[config.mk]
export PLATFORM = sky130hd
export DESIGN_NAME = regfile_port_arbiter_flat
export DESIGN_NICKNAME = d
export VERILOG_FILES = /design/src/rtl/regfile_port_arbiter_if.sv /design/src/rtl/regfile_port_arbiter.sv /design/src/flat_wrapper.sv
export SDC_FILE = /design/constraint.sdc
export NUM_CORES = 1
export LEC_CHECK = 0
export CAP_MARGIN = 20
export CORE_MARGIN = 1
export CORE_UTILIZATION = 40
export DETAILED_ROUTE_END_ITERATION = 12
export PLACE_DENSITY = 0.84
export SETUP_SLACK_MARGIN = 0.3
export SLEW_MARGIN = 0
export SYNTH_ARGS = -nofsm -noshare
export SYNTH_HDL_FRONTEND = slang
export SYNTH_SLANG_ARGS = --single-unit
[constraint.sdc]
create_clock -name clk_i -period 3.2 [get_ports clk_i]
set_input_delay 0.64 -clock clk_i [delete_from_list [all_inputs] [get_ports clk_i]]
set_output_delay 0.64 -clock clk_i [all_outputs]
set_load 0.005 [all_outputs]
[src/rtl/regfile_port_arbiter_if.sv]
// Request/response and register-file port bundle for regfile_port_arbiter.
// The slave modport is the arbiter side; the master modport is the clients plus the file.
interface regfile_port_arbiter_if #(
  parameter int DATA_WIDTH    = 32,
  parameter int NUM_REGISTERS = 4,
  parameter int NUM_CLIENTS   = 2
);
  localparam int ADDR_WIDTH = (NUM_REGISTERS > 1) ? $clog2(NUM_REGISTERS) : 1;

  logic [NUM_CLIENTS-1:0]            req_valid_i;
  logic [NUM_CLIENTS-1:0]            req_ready_o;
  logic [NUM_CLIENTS-1:0]            req_write_i;
  logic [NUM_CLIENTS*ADDR_WIDTH-1:0] req_addr_i;
  logic [NUM_CLIENTS*DATA_WIDTH-1:0] req_data_i;
  logic [NUM_CLIENTS-1:0]            resp_valid_o;
  logic [DATA_WIDTH-1:0]             resp_data_o;
  logic                              resp_error_o;
  logic [NUM_REGISTERS-1:0]          rf_register_select_o;
  logic                              rf_write_select_o;
  logic [DATA_WIDTH-1:0]             rf_data_o;
  logic [DATA_WIDTH-1:0]             rf_data_i;

  modport slave (
    input  req_valid_i, req_write_i, req_addr_i, req_data_i, rf_data_i,
    output req_ready_o, resp_valid_o, resp_data_o, resp_error_o,
           rf_register_select_o, rf_write_select_o, rf_data_o
  );

  modport master (
    output req_valid_i, req_write_i, req_addr_i, req_data_i, rf_data_i,
    input  req_ready_o, resp_valid_o, resp_data_o, resp_error_o,
           rf_register_select_o, rf_write_select_o, rf_data_o
  );
endinterface

[src/rtl/regfile_port_arbiter.sv]
// Round-robin arbiter feeding one register-file port; responses return two cycles after accept.
// Define REGFILE_ARB_FIXED_PRIORITY_EN for fixed lowest-index-wins priority instead.
module regfile_port_arbiter #(
  parameter int DATA_WIDTH    = 32,
  parameter int NUM_REGISTERS = 4,
  parameter int NUM_CLIENTS   = 2
) (
  input  logic                  clk_i,
  input  logic                  reset_i,
  regfile_port_arbiter_if.slave bus
);
  localparam int ADDR_WIDTH = (NUM_REGISTERS > 1) ? $clog2(NUM_REGISTERS) : 1;
  localparam int ID_WIDTH   = (NUM_CLIENTS > 1) ? $clog2(NUM_CLIENTS) : 1;

  logic [ADDR_WIDTH-1:0]    client_addr [NUM_CLIENTS];
  logic [DATA_WIDTH-1:0]    client_data [NUM_CLIENTS];
  logic [NUM_CLIENTS-1:0]   grant;
  logic [ID_WIDTH-1:0]      grant_id;
  logic                     accept;
  logic [ADDR_WIDTH-1:0]    sel_addr;
  logic [NUM_REGISTERS-1:0] select_next;

  logic                     issue_valid_reg;
  logic [ID_WIDTH-1:0]      issue_id_reg;
  logic                     issue_write_reg;
  logic                     issue_err_reg;
  logic [NUM_REGISTERS-1:0] select_reg;
  logic [DATA_WIDTH-1:0]    rf_data_reg;

  logic [NUM_CLIENTS-1:0]   resp_valid_reg;
  logic [DATA_WIDTH-1:0]    resp_data_reg;
  logic                     resp_err_reg;

  genvar gi;
  generate
    for (gi = 0; gi < NUM_CLIENTS; gi++) begin : g_unpack
      assign client_addr[gi] = bus.req_addr_i[gi*ADDR_WIDTH +: ADDR_WIDTH];
      assign client_data[gi] = bus.req_data_i[gi*DATA_WIDTH +: DATA_WIDTH];
    end
  endgenerate

`ifdef REGFILE_ARB_FIXED_PRIORITY_EN
  always_comb begin
    logic found;
    found    = 1'b0;
    grant_id = '0;
    grant    = '0;
    for (int i = 0; i < NUM_CLIENTS; i++) begin
      if (!found && bus.req_valid_i[i]) begin
        found    = 1'b1;
        grant_id = ID_WIDTH'(i);
      end
    end
    accept = found & ~reset_i;
    if (accept) grant[grant_id] = 1'b1;
  end
`else
  logic [ID_WIDTH-1:0] rr_ptr_reg;
  logic [ID_WIDTH-1:0] rr_ptr_next;

  // Search from rr_ptr upward, wrapping, so the last winner goes to the back of the line.
  always_comb begin
    logic found;
    int   idx;
    found    = 1'b0;
    idx      = 0;
    grant_id = '0;
    grant    = '0;
    for (int i = 0; i < NUM_CLIENTS; i++) begin
      idx = int'(rr_ptr_reg) + i;
      if (idx >= NUM_CLIENTS) idx = idx - NUM_CLIENTS;
      if (!found && bus.req_valid_i[idx]) begin
        found    = 1'b1;
        grant_id = ID_WIDTH'(idx);
      end
    end
    accept = found & ~reset_i;
    if (accept) grant[grant_id] = 1'b1;
    rr_ptr_next = rr_ptr_reg;
    if (accept) begin
      rr_ptr_next = (int'(grant_id) == NUM_CLIENTS - 1) ? '0 : grant_id + 1'b1;
    end
  end

  always_ff @(posedge clk_i) begin
    if (reset_i) rr_ptr_reg <= '0;
    else         rr_ptr_reg <= rr_ptr_next;
  end
`endif

  assign sel_addr = client_addr[grant_id];

  // Out-of-range addresses match no bit, so the select is naturally all-zero for them.
  generate
    for (gi = 0; gi < NUM_REGISTERS; gi++) begin : g_decode
      assign select_next[gi] = accept && (sel_addr == ADDR_WIDTH'(gi));
    end
  endgenerate

  always_ff @(posedge clk_i) begin
    if (reset_i) begin
      issue_valid_reg <= 1'b0;
      issue_id_reg    <= '0;
      issue_write_reg <= 1'b0;
      issue_err_reg   <= 1'b0;
      select_reg      <= '0;
      rf_data_reg     <= '0;
    end else begin
      issue_valid_reg <= accept;
      select_reg      <= select_next;
      if (accept) begin
        issue_id_reg    <= grant_id;
        issue_write_reg <= bus.req_write_i[grant_id];
        issue_err_reg   <= (int'(sel_addr) >= NUM_REGISTERS);
        rf_data_reg     <= client_data[grant_id];
      end
    end
  end

  always_ff @(posedge clk_i) begin
    if (reset_i) begin
      resp_valid_reg <= '0;
      resp_data_reg  <= '0;
      resp_err_reg   <= 1'b0;
    end else begin
      resp_valid_reg <= issue_valid_reg ? (NUM_CLIENTS'(1) << issue_id_reg) : '0;
      if (issue_valid_reg) begin
        resp_err_reg  <= issue_err_reg;
        resp_data_reg <= issue_err_reg   ? '0 :
                         issue_write_reg ? rf_data_reg : bus.rf_data_i;
      end
    end
  end

  assign bus.req_ready_o          = grant;
  assign bus.rf_register_select_o = select_reg;
  // Gated by reset so a write already in the issue stage never reaches the file.
  assign bus.rf_write_select_o    = issue_valid_reg & issue_write_reg & ~issue_err_reg & ~reset_i;
  assign bus.rf_data_o            = rf_data_reg;
  assign bus.resp_valid_o         = resp_valid_reg;
  assign bus.resp_data_o          = resp_data_reg;
  assign bus.resp_error_o         = resp_err_reg;
endmodule

[src/flat_wrapper.sv]
// flat-port wrapper written by rule: the top's interface ports become plain ports
module regfile_port_arbiter_flat 
#(
  parameter int DATA_WIDTH    = 32,
  parameter int NUM_REGISTERS = 4,
  parameter int NUM_CLIENTS   = 2
)
  (clk_i, reset_i, bus_req_valid_i, bus_req_write_i, bus_req_addr_i, bus_req_data_i, bus_rf_data_i, bus_req_ready_o, bus_resp_valid_o, bus_resp_data_o, bus_resp_error_o, bus_rf_register_select_o, bus_rf_write_select_o, bus_rf_data_o);
  regfile_port_arbiter_if #(.DATA_WIDTH(DATA_WIDTH), .NUM_REGISTERS(NUM_REGISTERS), .NUM_CLIENTS(NUM_CLIENTS)) bus_i ();
  input  logic clk_i;
  input  logic reset_i;
  input wire logic [$bits(bus_i.req_valid_i)-1:0] bus_req_valid_i;
  input wire logic [$bits(bus_i.req_write_i)-1:0] bus_req_write_i;
  input wire logic [$bits(bus_i.req_addr_i)-1:0] bus_req_addr_i;
  input wire logic [$bits(bus_i.req_data_i)-1:0] bus_req_data_i;
  input wire logic [$bits(bus_i.rf_data_i)-1:0] bus_rf_data_i;
  output wire logic [$bits(bus_i.req_ready_o)-1:0] bus_req_ready_o;
  output wire logic [$bits(bus_i.resp_valid_o)-1:0] bus_resp_valid_o;
  output wire logic [$bits(bus_i.resp_data_o)-1:0] bus_resp_data_o;
  output wire logic [$bits(bus_i.resp_error_o)-1:0] bus_resp_error_o;
  output wire logic [$bits(bus_i.rf_register_select_o)-1:0] bus_rf_register_select_o;
  output wire logic [$bits(bus_i.rf_write_select_o)-1:0] bus_rf_write_select_o;
  output wire logic [$bits(bus_i.rf_data_o)-1:0] bus_rf_data_o;
  assign bus_i.req_valid_i = bus_req_valid_i;
  assign bus_i.req_write_i = bus_req_write_i;
  assign bus_i.req_addr_i = bus_req_addr_i;
  assign bus_i.req_data_i = bus_req_data_i;
  assign bus_i.rf_data_i = bus_rf_data_i;
  assign bus_req_ready_o = bus_i.req_ready_o;
  assign bus_resp_valid_o = bus_i.resp_valid_o;
  assign bus_resp_data_o = bus_i.resp_data_o;
  assign bus_resp_error_o = bus_i.resp_error_o;
  assign bus_rf_register_select_o = bus_i.rf_register_select_o;
  assign bus_rf_write_select_o = bus_i.rf_write_select_o;
  assign bus_rf_data_o = bus_i.rf_data_o;
  regfile_port_arbiter #(.DATA_WIDTH(DATA_WIDTH), .NUM_REGISTERS(NUM_REGISTERS), .NUM_CLIENTS(NUM_CLIENTS)) u_core (.clk_i(clk_i), .reset_i(reset_i), .bus(bus_i));
endmodule
Word level (Yosys, flattened, before mapping)
Index checks and enable logic that the tools add are counted.
Storage, ports and cells
  register bits: 74
Operators by class
  equality and inequality tests: 3
  magnitude comparators: 7
  reductions and logical operators: 9
  bitwise logic cells: 6
  add/subtract/negate cells: 4
  mux-type cells: 25
  shift-type cells: 1
Operator list (number)
  2-to-1 mux 32 bit: 6
  less-than comparator 32 x 3 -> 1 bit (second input constant): 2
  greater-or-equal comparator 32 x 3 -> 1 bit (second input constant): 1
  subtractor 32 x 3 -> 32 bit (second input constant): 1
  2-to-1 mux 1 bit: 14
  2-to-1 mux 2 bit: 4
  logical AND 1 bit: 6
  == test 2 bit (second input constant): 2
  bitwise AND 1 bit: 3
  subtractor 1 x 2 -> 3 bit (second input constant): 1
  adder 1 x 1 -> 2 bit (second input constant): 1
  == test 2 x 1 -> 1 bit (second input constant): 1
  greater-or-equal comparator 1 x 2 -> 1 bit (second input constant): 1
  greater-or-equal comparator 2 bit (second input constant): 1
  zero test 2 bit: 1
  less-than comparator 1 x 2 -> 1 bit (second input constant): 1
  inverter 1 bit: 2
  inverter 1 -> 2 bit: 1
  OR reduction 2 bit: 1
  << shifter 1 x 1 -> 2 bit (first input constant): 1
  adder 1 bit (second input constant): 1
  demux 1 bit (select 1 bit): 1
  greater-or-equal comparator 1 bit (second input constant): 1
  zero test 1 bit: 1

Depth between registers and ports, before layout
Gate-level depths: netlist (run 1).
  depth after elaboration: 15
  depth in mapped cells: 6
  depth with buffers taken out: 3

Least setup slack after synthesis (run 1)
Ideal clock, no wire load.
  path kind: input-to-output
  start: in reset_i
  end: out bus_req_ready_o[0]
  data required time: 2.560 ns
  slack: 1.244 ns
  arrival time: 1.316 ns
  stages: 5
  cells stage by stage: buf_4 inv_2 and3_1 clkbuf_1 buf_4
Between the ends
  word-level cells in the longest chain between the ends: 3
Ends and longest elaborated chain
  start, declared: RTL line flat_wrapper.sv:11  | input logic reset_i;
  inverter 1 bit: RTL line regfile_port_arbiter.sv:77  | accept = found & ~reset_i;
  bitwise AND 1 bit: RTL line regfile_port_arbiter.sv:77
  2-to-1 mux 2 bit: RTL line regfile_port_arbiter.sv:78  | if (accept) grant[grant_id] = 1'b1;
  end, declared: RTL line flat_wrapper.sv:17  | output wire logic [$bits(bus_i.req_ready_o)-1:0] bus_req_ready_o;
No other way between the ends.

Worst setup path in the final report (run 1)
  start: in bus_req_valid_i[0]
  end: out bus_req_ready_o[1]
Between the ends
  word-level cells in the longest chain between the ends: 12
Ends and longest elaborated chain
  start, declared: RTL line flat_wrapper.sv:12  | input wire logic [$bits(bus_i.req_valid_i)-1:0] bus_req_valid_i;
  2-to-1 mux 1 bit (implied by the code) (3 in series): RTL line regfile_port_arbiter.sv:72  | if (!found && bus.req_valid_i[idx]) begin
  2-to-1 mux 1 bit: RTL line regfile_port_arbiter.sv:72
  zero test 1 bit: RTL line regfile_port_arbiter.sv:72
  logical AND 1 bit: RTL line regfile_port_arbiter.sv:72
  2-to-1 mux 1 bit: RTL line regfile_port_arbiter.sv:72
  less-than comparator 1 x 2 -> 1 bit (implied by the code) / greater-or-equal comparator 1 bit (equally long branches): RTL line regfile_port_arbiter.sv:78
  logical AND 1 bit (implied by the code): RTL line regfile_port_arbiter.sv:78
  2-to-1 mux 1 bit (implied by the code): RTL line regfile_port_arbiter.sv:78
  demux 1 bit (select 1 bit)
  2-to-1 mux 2 bit (*): RTL line regfile_port_arbiter.sv:78
Every way passes the cells marked *; elsewhere a longest branch is shown, timed or not. The select of a mux whose other input is x is not followed.

==> results of run 1 <==
## kinds of logic (layout without fill, tap and decap cells)
group	Yosys count	count (layout)	share of synthesized area, %
other cells	1	1	0.122
simple gates	77	77	13.3
flops	74	74	48.3
compound gates	78	78	21.3
buf+inv	36	207	5.87
mux	34	34	11.2
## synthesized netlist by cell type (2+ instances only)
cell type / count
sky130_fd_sc_hd__o221ai_1: 2
sky130_fd_sc_hd__a221o_1: 31
sky130_fd_sc_hd__mux2i_1: 32
sky130_fd_sc_hd__a211oi_1: 32
sky130_fd_sc_hd__and2_1: 31
sky130_fd_sc_hd__buf_2: 6
sky130_fd_sc_hd__a211o_1: 4
sky130_fd_sc_hd__buf_4: 6
sky130_fd_sc_hd__mux2_2: 2
sky130_fd_sc_hd__nor2_1: 33
sky130_fd_sc_hd__dfxtp_1: 74
sky130_fd_sc_hd__clkbuf_1: 14
sky130_fd_sc_hd__and3_1: 3
sky130_fd_sc_hd__nand4b_1: 2
sky130_fd_sc_hd__buf_6: 2
sky130_fd_sc_hd__a31oi_1: 2
sky130_fd_sc_hd__inv_1: 5
sky130_fd_sc_hd__a21oi_1: 5
sky130_fd_sc_hd__buf_1: 2
## routing by layer
layer  global-route usage, %  routed length [µm]
met3                    6.58                 706
met2                    41.9                4780
met1                    25.1                3650
met4                    9.09                 151
met5                       0                   0
## how the worst max path moves through the flow
| stage | start | to | slack (ns) | cells past startpoint |
|---|---|---|---|---|
| 4_1_cts | bus_req_valid_i[0] | bus_req_ready_o[1] | 0.34 | 4 |
| 5_1_grt | bus_req_valid_i[0] | bus_req_ready_o[1] | 0.34 | 4 |
| 3_3_place_gp | bus_req_valid_i[0] | bus_req_ready_o[1] | 0.39 | 4 |
| 2_1_floorplan | reset_i | bus_req_ready_o[0] | 1.24 | 5 |
| 6_report | bus_req_valid_i[0] | bus_req_ready_o[1] | 0.39 | 4 |
| 3_5_place_dp | bus_req_valid_i[0] | bus_req_ready_o[1] | 0.34 | 4 |
## worst max-delay path: stages
cell and delay (ns):
sky130_fd_sc_hd__clkdlybuf4s50_1 0.55, sky130_fd_sc_hd__nand2b_4 0.23, sky130_fd_sc_hd__and3_4 0.20, sky130_fd_sc_hd__clkdlybuf4s50_1 0.53
## where the power goes
part / switching (µW) / total [µW] / leakage [µW] / internal, µW
Combinational: 170 / 485 / 0.00121 / 315
Clock: 333 / 629 / 0.0000916 / 296
Sequential: 46.1 / 1040 / 0.000613 / 995
## cell type report
cell class                 count  area, µm²
multi-input combinational    190       1420
clock buffer                  10        138
inverter                       6       22.5
sequential                    74       1480
clock inverter                 6       32.5
timing repair buffer         185       1830
tap                           99        124
fill                         588       2280
## per-stage QoR
stage / cell area [µm²] / hold slack (ns) / power, µW
after global routing: 5050 / 0.481 / 2250
after CTS: 5050 / 0.447 / 2170
after floorplan: 3070 / 0.413 / 1240
final: 5050 / 0.448 / 2150
after global placement: 4880 / 0.428 / 1530
after detailed placement: 4880 / 0.437 / 1550
## layout by cell type, fill, tap and decap left out
cell | netlist | routed
sky130_fd_sc_hd__nor3_2 | 0 | 1
sky130_fd_sc_hd__clkbuf_8 | 0 | 10
sky130_fd_sc_hd__nor2_1 | 33 | 33
sky130_fd_sc_hd__nand2b_4 | 0 | 1
sky130_fd_sc_hd__and3_4 | 1 | 1
sky130_fd_sc_hd__buf_4 | 6 | 7
sky130_fd_sc_hd__a31oi_1 | 2 | 2
sky130_fd_sc_hd__and2_1 | 31 | 31
sky130_fd_sc_hd__nand2b_1 | 1 | 1
sky130_fd_sc_hd__mux2i_1 | 32 | 32
sky130_fd_sc_hd__a211oi_1 | 32 | 32
sky130_fd_sc_hd__a211o_1 | 4 | 4
sky130_fd_sc_hd__nand2_1 | 1 | 1
sky130_fd_sc_hd__nor3b_1 | 1 | 1
sky130_fd_sc_hd__a221o_1 | 31 | 31
sky130_fd_sc_hd__and3_1 | 3 | 3
sky130_fd_sc_hd__nand4_1 | 1 | 1
sky130_fd_sc_hd__o221ai_1 | 2 | 2
sky130_fd_sc_hd__conb_1 | 1 | 1
sky130_fd_sc_hd__nand4b_1 | 2 | 2
sky130_fd_sc_hd__a21oi_1 | 5 | 5
sky130_fd_sc_hd__dfxtp_2 | 0 | 2
sky130_fd_sc_hd__dfxtp_1 | 74 | 72
sky130_fd_sc_hd__o21ai_0 | 1 | 1
sky130_fd_sc_hd__mux2_2 | 2 | 2
sky130_fd_sc_hd__clkinvlp_4 | 0 | 1
sky130_fd_sc_hd__clkinv_2 | 0 | 5
sky130_fd_sc_hd__inv_1 | 5 | 5
sky130_fd_sc_hd__a21o_1 | 1 | 1
sky130_fd_sc_hd__nand3_1 | 1 | 1
sky130_fd_sc_hd__clkdlybuf4s50_1 | 0 | 178
sky130_fd_sc_hd__inv_2 | 1 | 1
==> tab_implementation.tex, run 1 <==
\begin{tabular}{lr}
\hline
Metric & Value \\
\hline
\multicolumn{2}{l}{\textbf{Timing}} \\
\quad Worst relative slew slack & 52.4\% \\
\quad Final worst slack & 0.395 ns \\
\quad Endpoints failing hold & 0 \\
\quad Clock skew & 0.00948 ns \\
\quad Sum Neg Setup Slack & 0 ns \\
\quad Final Slew Violations & 0 \\
\quad Fmax achieved & 356 MHz \\
\quad RSZ-0062 raised after global routing & no \\
\quad Actual slew at the worst max-slew pin & 0.710 ns \\
\quad Minimum clock period & 2.81 ns \\
\quad Fraction of the cycle the final worst path needs & 87.7\% \\
\quad Finish-stage setup viols & 0 \\
\multicolumn{2}{l}{\textbf{Yosys}} \\
\quad Cell types occupying the most area after synthesis & sky130\_fd\_sc\_hd\_\_dfxtp\_1, sky130\_fd\_sc\_hd\_\_mux2i\_1, sky130\_fd\_sc\_hd\_\_a221o\_1 \\
\quad Yosys warning total & 0 \\
\quad Number of enable flip-flop cells after synthesis & 0 \\
\quad Mapped cell area & 3070 µm² \\
\quad Cell count after synthesis & 300 \\
\quad Synth area leader & sky130\_fd\_sc\_hd\_\_dfxtp\_1 \\
\quad Post-Syn Area per Cell & 10.2 µm² \\
\quad Post-synth top area share & 48.3\% \\
\quad Synthesized netlist net count & 406 \\
\quad Share of synthesized area occupied by flip-flops and latches & 48.3\% \\
\quad Synth Flop Type & sky130\_fd\_sc\_hd\_\_dfxtp\_1 \\
\quad Flip-flop and latch count after synthesis & 74 \\
\quad Post-synthesis async set-or-reset flop share & 0\% \\
\quad Cell variety after synth & 31 \\
\multicolumn{2}{l}{\textbf{Job}} \\
\quad Max-cap viol count & 0 \\
\multicolumn{2}{l}{\textbf{Worst setup path}} \\
\quad Req. time, crit path & 2.56 ns \\
\quad Crit path max fanout & 14 \\
\quad Arrival time worst endpoint & 2.17 ns \\
\quad Capturing point of the worst reg2reg path & u\_core.bus.rf\_data\_o[13] \\
\quad Startpoint-to-endpoint class of the critical path & in2out \\
\quad Depth of the worst register-to-register path & 4 \\
\quad Type of element capturing the critical path & primary output \\
\quad Minimum setup slack among reg-to-reg paths & 1.72 ns \\
\quad R2R Path Start & u\_core.rr\_ptr\_reg \\
\quad Crit path launch type & input port \\
\multicolumn{2}{l}{\textbf{Clock network}} \\
\quad Number of buffers inserted during clock tree synthesis & 9 \\
\quad Htree depth & 3 \\
\quad Clock root buffer master & sky130\_fd\_sc\_hd\_\_clkbuf\_8 \\
\quad Maximum root-to-sink buffer count & 2 \\
\quad TritonCTS clock tree & yes \\
\quad Reg clk slew, reported paths & 0.07 ns \\
\quad Clock Sinks & 74 \\
\quad Number of hold-repair buffers added at the cts stage & 0 \\
\quad Buffers inserted during post-CTS setup optimization & 0 \\
\quad Cts repair resizes & 0 \\
\quad Clock latency reported for the late side of the worst-skew pair & 0.34 ns \\
\multicolumn{2}{l}{\textbf{Routing}} \\
\quad Via/cell ratio & 5.19 \\
\quad Routed via count & 2,959 \\
\quad Iteration-0 DRC Markers & 98 \\
\quad DRC & 0 \\
\quad Detailed-routing iteration count for the pre-antenna-repair pass & 4 \\
\quad Sum of routed wire length over all layers & 9290 µm \\
\quad Per-cell routed wire length & 16.3 µm \\
\quad Remaining antenna violation count after routing & 0 \\
\multicolumn{2}{l}{\textbf{GRT}} \\
\quad Global-route total usage across every layer & 23.0\% \\
\quad Maximum number of pins on one net before global-route repair & 67 \\
\quad GRT Residual Overflow & 0 \\
\quad First-pass GRT wire length & 13,900 µm \\
\quad Antenna violations before repair & 0 \\
\quad Number of global-route vias before repair & 2,909 \\
\multicolumn{2}{l}{\textbf{Worst hold path}} \\
\quad Startpoint of the worst hold path & u\_core.issue\_id\_reg \\
\quad Class of the tightest hold or removal check & reg2reg \\
\quad Cell depth of the worst hold path & 1 \\
\quad Destination of the worst hold path & u\_core.bus.resp\_valid\_o[0] \\
\multicolumn{2}{l}{\textbf{Finish}} \\
\quad Count of inserted antenna diode cells & 0 \\
\quad Post-layout util & 68.9\% \\
\quad Net count reported at finish & 572 \\
\quad Final instance count without filler cells & 570 \\
\quad Area delta synth->final & 64.6\% \\
\quad Fraction of layout cells with a size suffix above 1 & 6.58\% \\
\multicolumn{2}{l}{\textbf{Pwr}} \\
\quad Total power per unit cell area & 426 nW/µm² \\
\quad Cell leakage power & 0.00192 µW \\
\quad Worst IR drop on VDD & 222 µV \\
\multicolumn{2}{l}{\textbf{Run status}} \\
\quad Outcome & complete, no violations \\
\multicolumn{2}{l}{\textbf{Die}} \\
\quad Die height & 89.6 µm \\
\quad Total die area & 8030 µm² \\
\quad Site row count & 31 \\
\quad Die span in x & 89.6 µm \\
\quad Floorplan core area & 7330 µm² \\
\quad I/O Pins & 180 \\
\quad Effective utilization at floorplan & 41.9\% \\
\multicolumn{2}{l}{\textbf{Placement}} \\
\quad Weighted congestion reported at the end of routability-driven placement & 0.774 \\
\quad Dpl hpwl & 6700 µm \\
\quad Count of buffers inserted at the top-level ports & 178 \\
\quad Number of placed instances, taps included & 554 \\
\quad Pre-CTS setup slack & 0.337 ns \\
\hline
\end{tabular}
Power figures use the tool's default switching activity.
==> run 2, diff against run 1 <==
--- a/config.mk
+++ b/config.mk
@@ -7,9 +7,9 @@
 export LEC_CHECK = 0
 export CAP_MARGIN = 20
 export CORE_MARGIN = 1
-export CORE_UTILIZATION = 40
+export CORE_UTILIZATION = 38
 export DETAILED_ROUTE_END_ITERATION = 12
-export PLACE_DENSITY = 0.84
+export PLACE_DENSITY = 0.81
 export SETUP_SLACK_MARGIN = 0.3
 export SLEW_MARGIN = 0
 export SYNTH_ARGS = -nofsm -noshare
==> constraint.sdc (replaced) <==
create_clock -name clk_i -period 2.8 [get_ports clk_i]
set_input_delay 0.56 -clock clk_i [delete_from_list [all_inputs] [get_ports clk_i]]
set_output_delay 0.56 -clock clk_i [all_outputs]
set_load 0.005 [all_outputs]
==> tab_implementation.tex, run 2 (synthesis results as in run 1) <==
\begin{tabular}{lr}
\hline
Metric & Value \\
\hline
\multicolumn{2}{l}{\textbf{Worst setup path}} \\
\quad Arrival time worst endpoint & 1.87 ns \\
\quad Startpoint-to-endpoint class of the critical path & in2out \\
\quad Delay of the slowest cell on the worst path & 0.51 ns \\
\quad Req. time, crit path & 2.24 ns \\
\quad CP dominant cell by count & sky130\_fd\_sc\_hd\_\_clkdlybuf4s50\_1 \\
\quad Critical Path Slowest Stage Cell & sky130\_fd\_sc\_hd\_\_clkdlybuf4s50\_1 \\
\quad Type of element capturing the critical path & primary output \\
\quad Minimum setup slack among reg-to-reg paths & 1.37 ns \\
\quad Crit path launch type & input port \\
\quad Series of cell instances along the critical path & clkdlybuf4s50\_1 > inv\_2 > and3\_2 > clkdlybuf4s50\_1 \\
\quad Crit path max fanout & 7 \\
\multicolumn{2}{l}{\textbf{GRT}} \\
\quad Antenna violations before repair & 0 \\
\quad First-pass GRT wire length & 14,700 µm \\
\quad Maximum number of pins on one net before global-route repair & 67 \\
\quad Number of global-route vias before repair & 2,915 \\
\quad Global-route total usage across every layer & 22.3\% \\
\quad GRT Residual Overflow & 0 \\
\multicolumn{2}{l}{\textbf{Placement}} \\
\quad Weighted congestion reported at the end of routability-driven placement & 0.720 \\
\quad Dpl hpwl & 6670 µm \\
\quad Number of placed instances, taps included & 558 \\
\quad Count of buffers inserted at the top-level ports & 178 \\
\multicolumn{2}{l}{\textbf{Pwr}} \\
\quad Net switching power & 617 µW \\
\quad Cell leakage power & 0.00192 µW \\
\quad Worst IR drop on VDD & 246 µV \\
\quad Total power per unit cell area & 495 nW/µm² \\
\quad Share of power burned in the clock network & 30.5\% \\
\quad Total internal power & 1890 µW \\
\quad Sequential Power Share & 47.3\% \\
\quad Power after layout & 2510 µW \\
\quad Share of total power consumed by net switching & 24.6\% \\
\quad Share of power burned in combinational logic & 22.2\% \\
\multicolumn{2}{l}{\textbf{Clock network}} \\
\quad Number of buffers inserted during clock tree synthesis & 9 \\
\quad Reg clk slew, reported paths & 0.07 ns \\
\quad Buffers inserted during post-CTS setup optimization & 0 \\
\quad Clock root buffer master & sky130\_fd\_sc\_hd\_\_clkbuf\_8 \\
\quad Number of hold-repair buffers added at the cts stage & 0 \\
\quad Cts repair resizes & 2 \\
\quad TritonCTS clock tree & yes \\
\quad Htree depth & 3 \\
\quad Clock latency reported for the late side of the worst-skew pair & 0.33 ns \\
\quad Clock Sinks & 74 \\
\quad Maximum root-to-sink buffer count & 2 \\
\multicolumn{2}{l}{\textbf{Die}} \\
\quad I/O Pins & 180 \\
\quad Die span in x & 91.9 µm \\
\quad Site row count & 32 \\
\quad Effective utilization at floorplan & 39.5\% \\
\quad Floorplan core area & 7770 µm² \\
\quad Total die area & 8440 µm² \\
\quad Die height & 91.9 µm \\
\multicolumn{2}{l}{\textbf{Routing}} \\
\quad Iteration-0 DRC Markers & 68 \\
\quad Per-cell routed wire length & 16.5 µm \\
\quad Remaining antenna violation count after routing & 0 \\
\quad Sum of routed wire length over all layers & 9450 µm \\
\quad Detailed-routing iteration count for the pre-antenna-repair pass & 4 \\
\quad DRC & 0 \\
\quad Routed via count & 2,970 \\
\quad Via/cell ratio & 5.17 \\
\multicolumn{2}{l}{\textbf{Finish}} \\
\quad Final instance count without filler cells & 574 \\
\quad Most common library cell in the layout ignoring fill and taps & sky130\_fd\_sc\_hd\_\_clkdlybuf4s50\_1 \\
\quad Post-layout util & 65.3\% \\
\quad Count of inserted antenna diode cells & 0 \\
\quad Net count reported at finish & 573 \\
\quad Area delta synth->final & 65.2\% \\
\quad Fraction of layout cells with a size suffix above 1 & 6.57\% \\
\quad Leading cell types in the layout, fill and taps excluded & sky130\_fd\_sc\_hd\_\_clkdlybuf4s50\_1, sky130\_fd\_sc\_hd\_\_dfxtp\_1, sky130\_fd\_sc\_hd\_\_nor2\_1 \\
\multicolumn{2}{l}{\textbf{Timing}} \\
\quad Final Slew Violations & 0 \\
\quad RSZ-0062 raised after global routing & no \\
\quad Fraction of the cycle the final worst path needs & 86.9\% \\
\quad Tightest hold margin & 0.443 ns \\
\quad Sum Neg Setup Slack & 0 ns \\
\quad Actual slew at the worst max-slew pin & 0.628 ns \\
\quad Minimum clock period & 2.43 ns \\
\quad Finish-stage setup viols & 0 \\
\quad Endpoints failing hold & 0 \\
\quad Clock skew & 0.00661 ns \\
\quad Fmax achieved & 411 MHz \\
\quad Worst relative slew slack & 58.1\% \\
\multicolumn{2}{l}{\textbf{Run status}} \\
\quad Outcome & complete, no violations \\
\multicolumn{2}{l}{\textbf{Worst hold path}} \\
\quad Class of the tightest hold or removal check & reg2reg \\
\multicolumn{2}{l}{\textbf{Job}} \\
\quad Max-cap viol count & 0 \\
\hline
\end{tabular}
[run 2: final timing paths]
path,startpoint,to,cells past startpoint
worst max-delay path,reset_i,bus_req_ready_o[0],4
worst min-delay path,u_core.issue_id_reg,u_core.bus.resp_valid_o[0],1
worst max register to register,u_core.rr_ptr_reg,u_core.bus.rf_data_o[1],4
worst min register to register,u_core.issue_id_reg,u_core.bus.resp_valid_o[0],1
[run 2: worst max-delay path, delay by kind of cell]
kind          cells  cell delay (ns)
simple gates      1             0.24
buf+inv           3             1.07
[run 2: metrics by stage]
| stage | worst slack (ns) | instance area, µm² |
|---|---|---|
| 3_5_place_dp | 0.251 | 4890 |
| 5_1_grt | 0.323 | 5070 |
| 2_1_floorplan | 1.00 | 3070 |
| 3_3_place_gp | 0.265 | 4890 |
| 4_1_cts | 0.365 | 5070 |
| 6_report | 0.368 | 5070 |
[run 2: power groups by stage]
stage                     Sequential, µW  Clock [µW]  Combinational, µW
after floorplan                     1210           0                203
after global placement              1210           0                548
after detailed placement            1210           0                559
after CTS                           1190         787                562
after global routing                1200         836                599
final                               1190         764                558
[run 2: layout make-up]
cell class / instances / area [µm²]
Inverter: 6 / 22.5
Multi-Input combinational cell: 190 / 1410
Timing Repair Buffer: 186 / 1840
Tap cell: 102 / 128
Clock inverter: 2 / 10.0
Sequential cell: 74 / 1480
Fill cell: 653 / 2700
Clock buffer: 14 / 173
[run 2: metal layers]
| layer | share of wire (%) | global-route usage [%] | vias to the layer above |
|---|---|---|---|
| li1 | - | - | 1439 |
| met1 | 42 | 25.9 | 1408 |
| met2 | 51 | 39.3 | 119 |
| met3 | 7.2 | 6.38 | 4 |
| met4 | 0.56 | 6.90 | 0 |
| met5 | 0 | 0 | - |
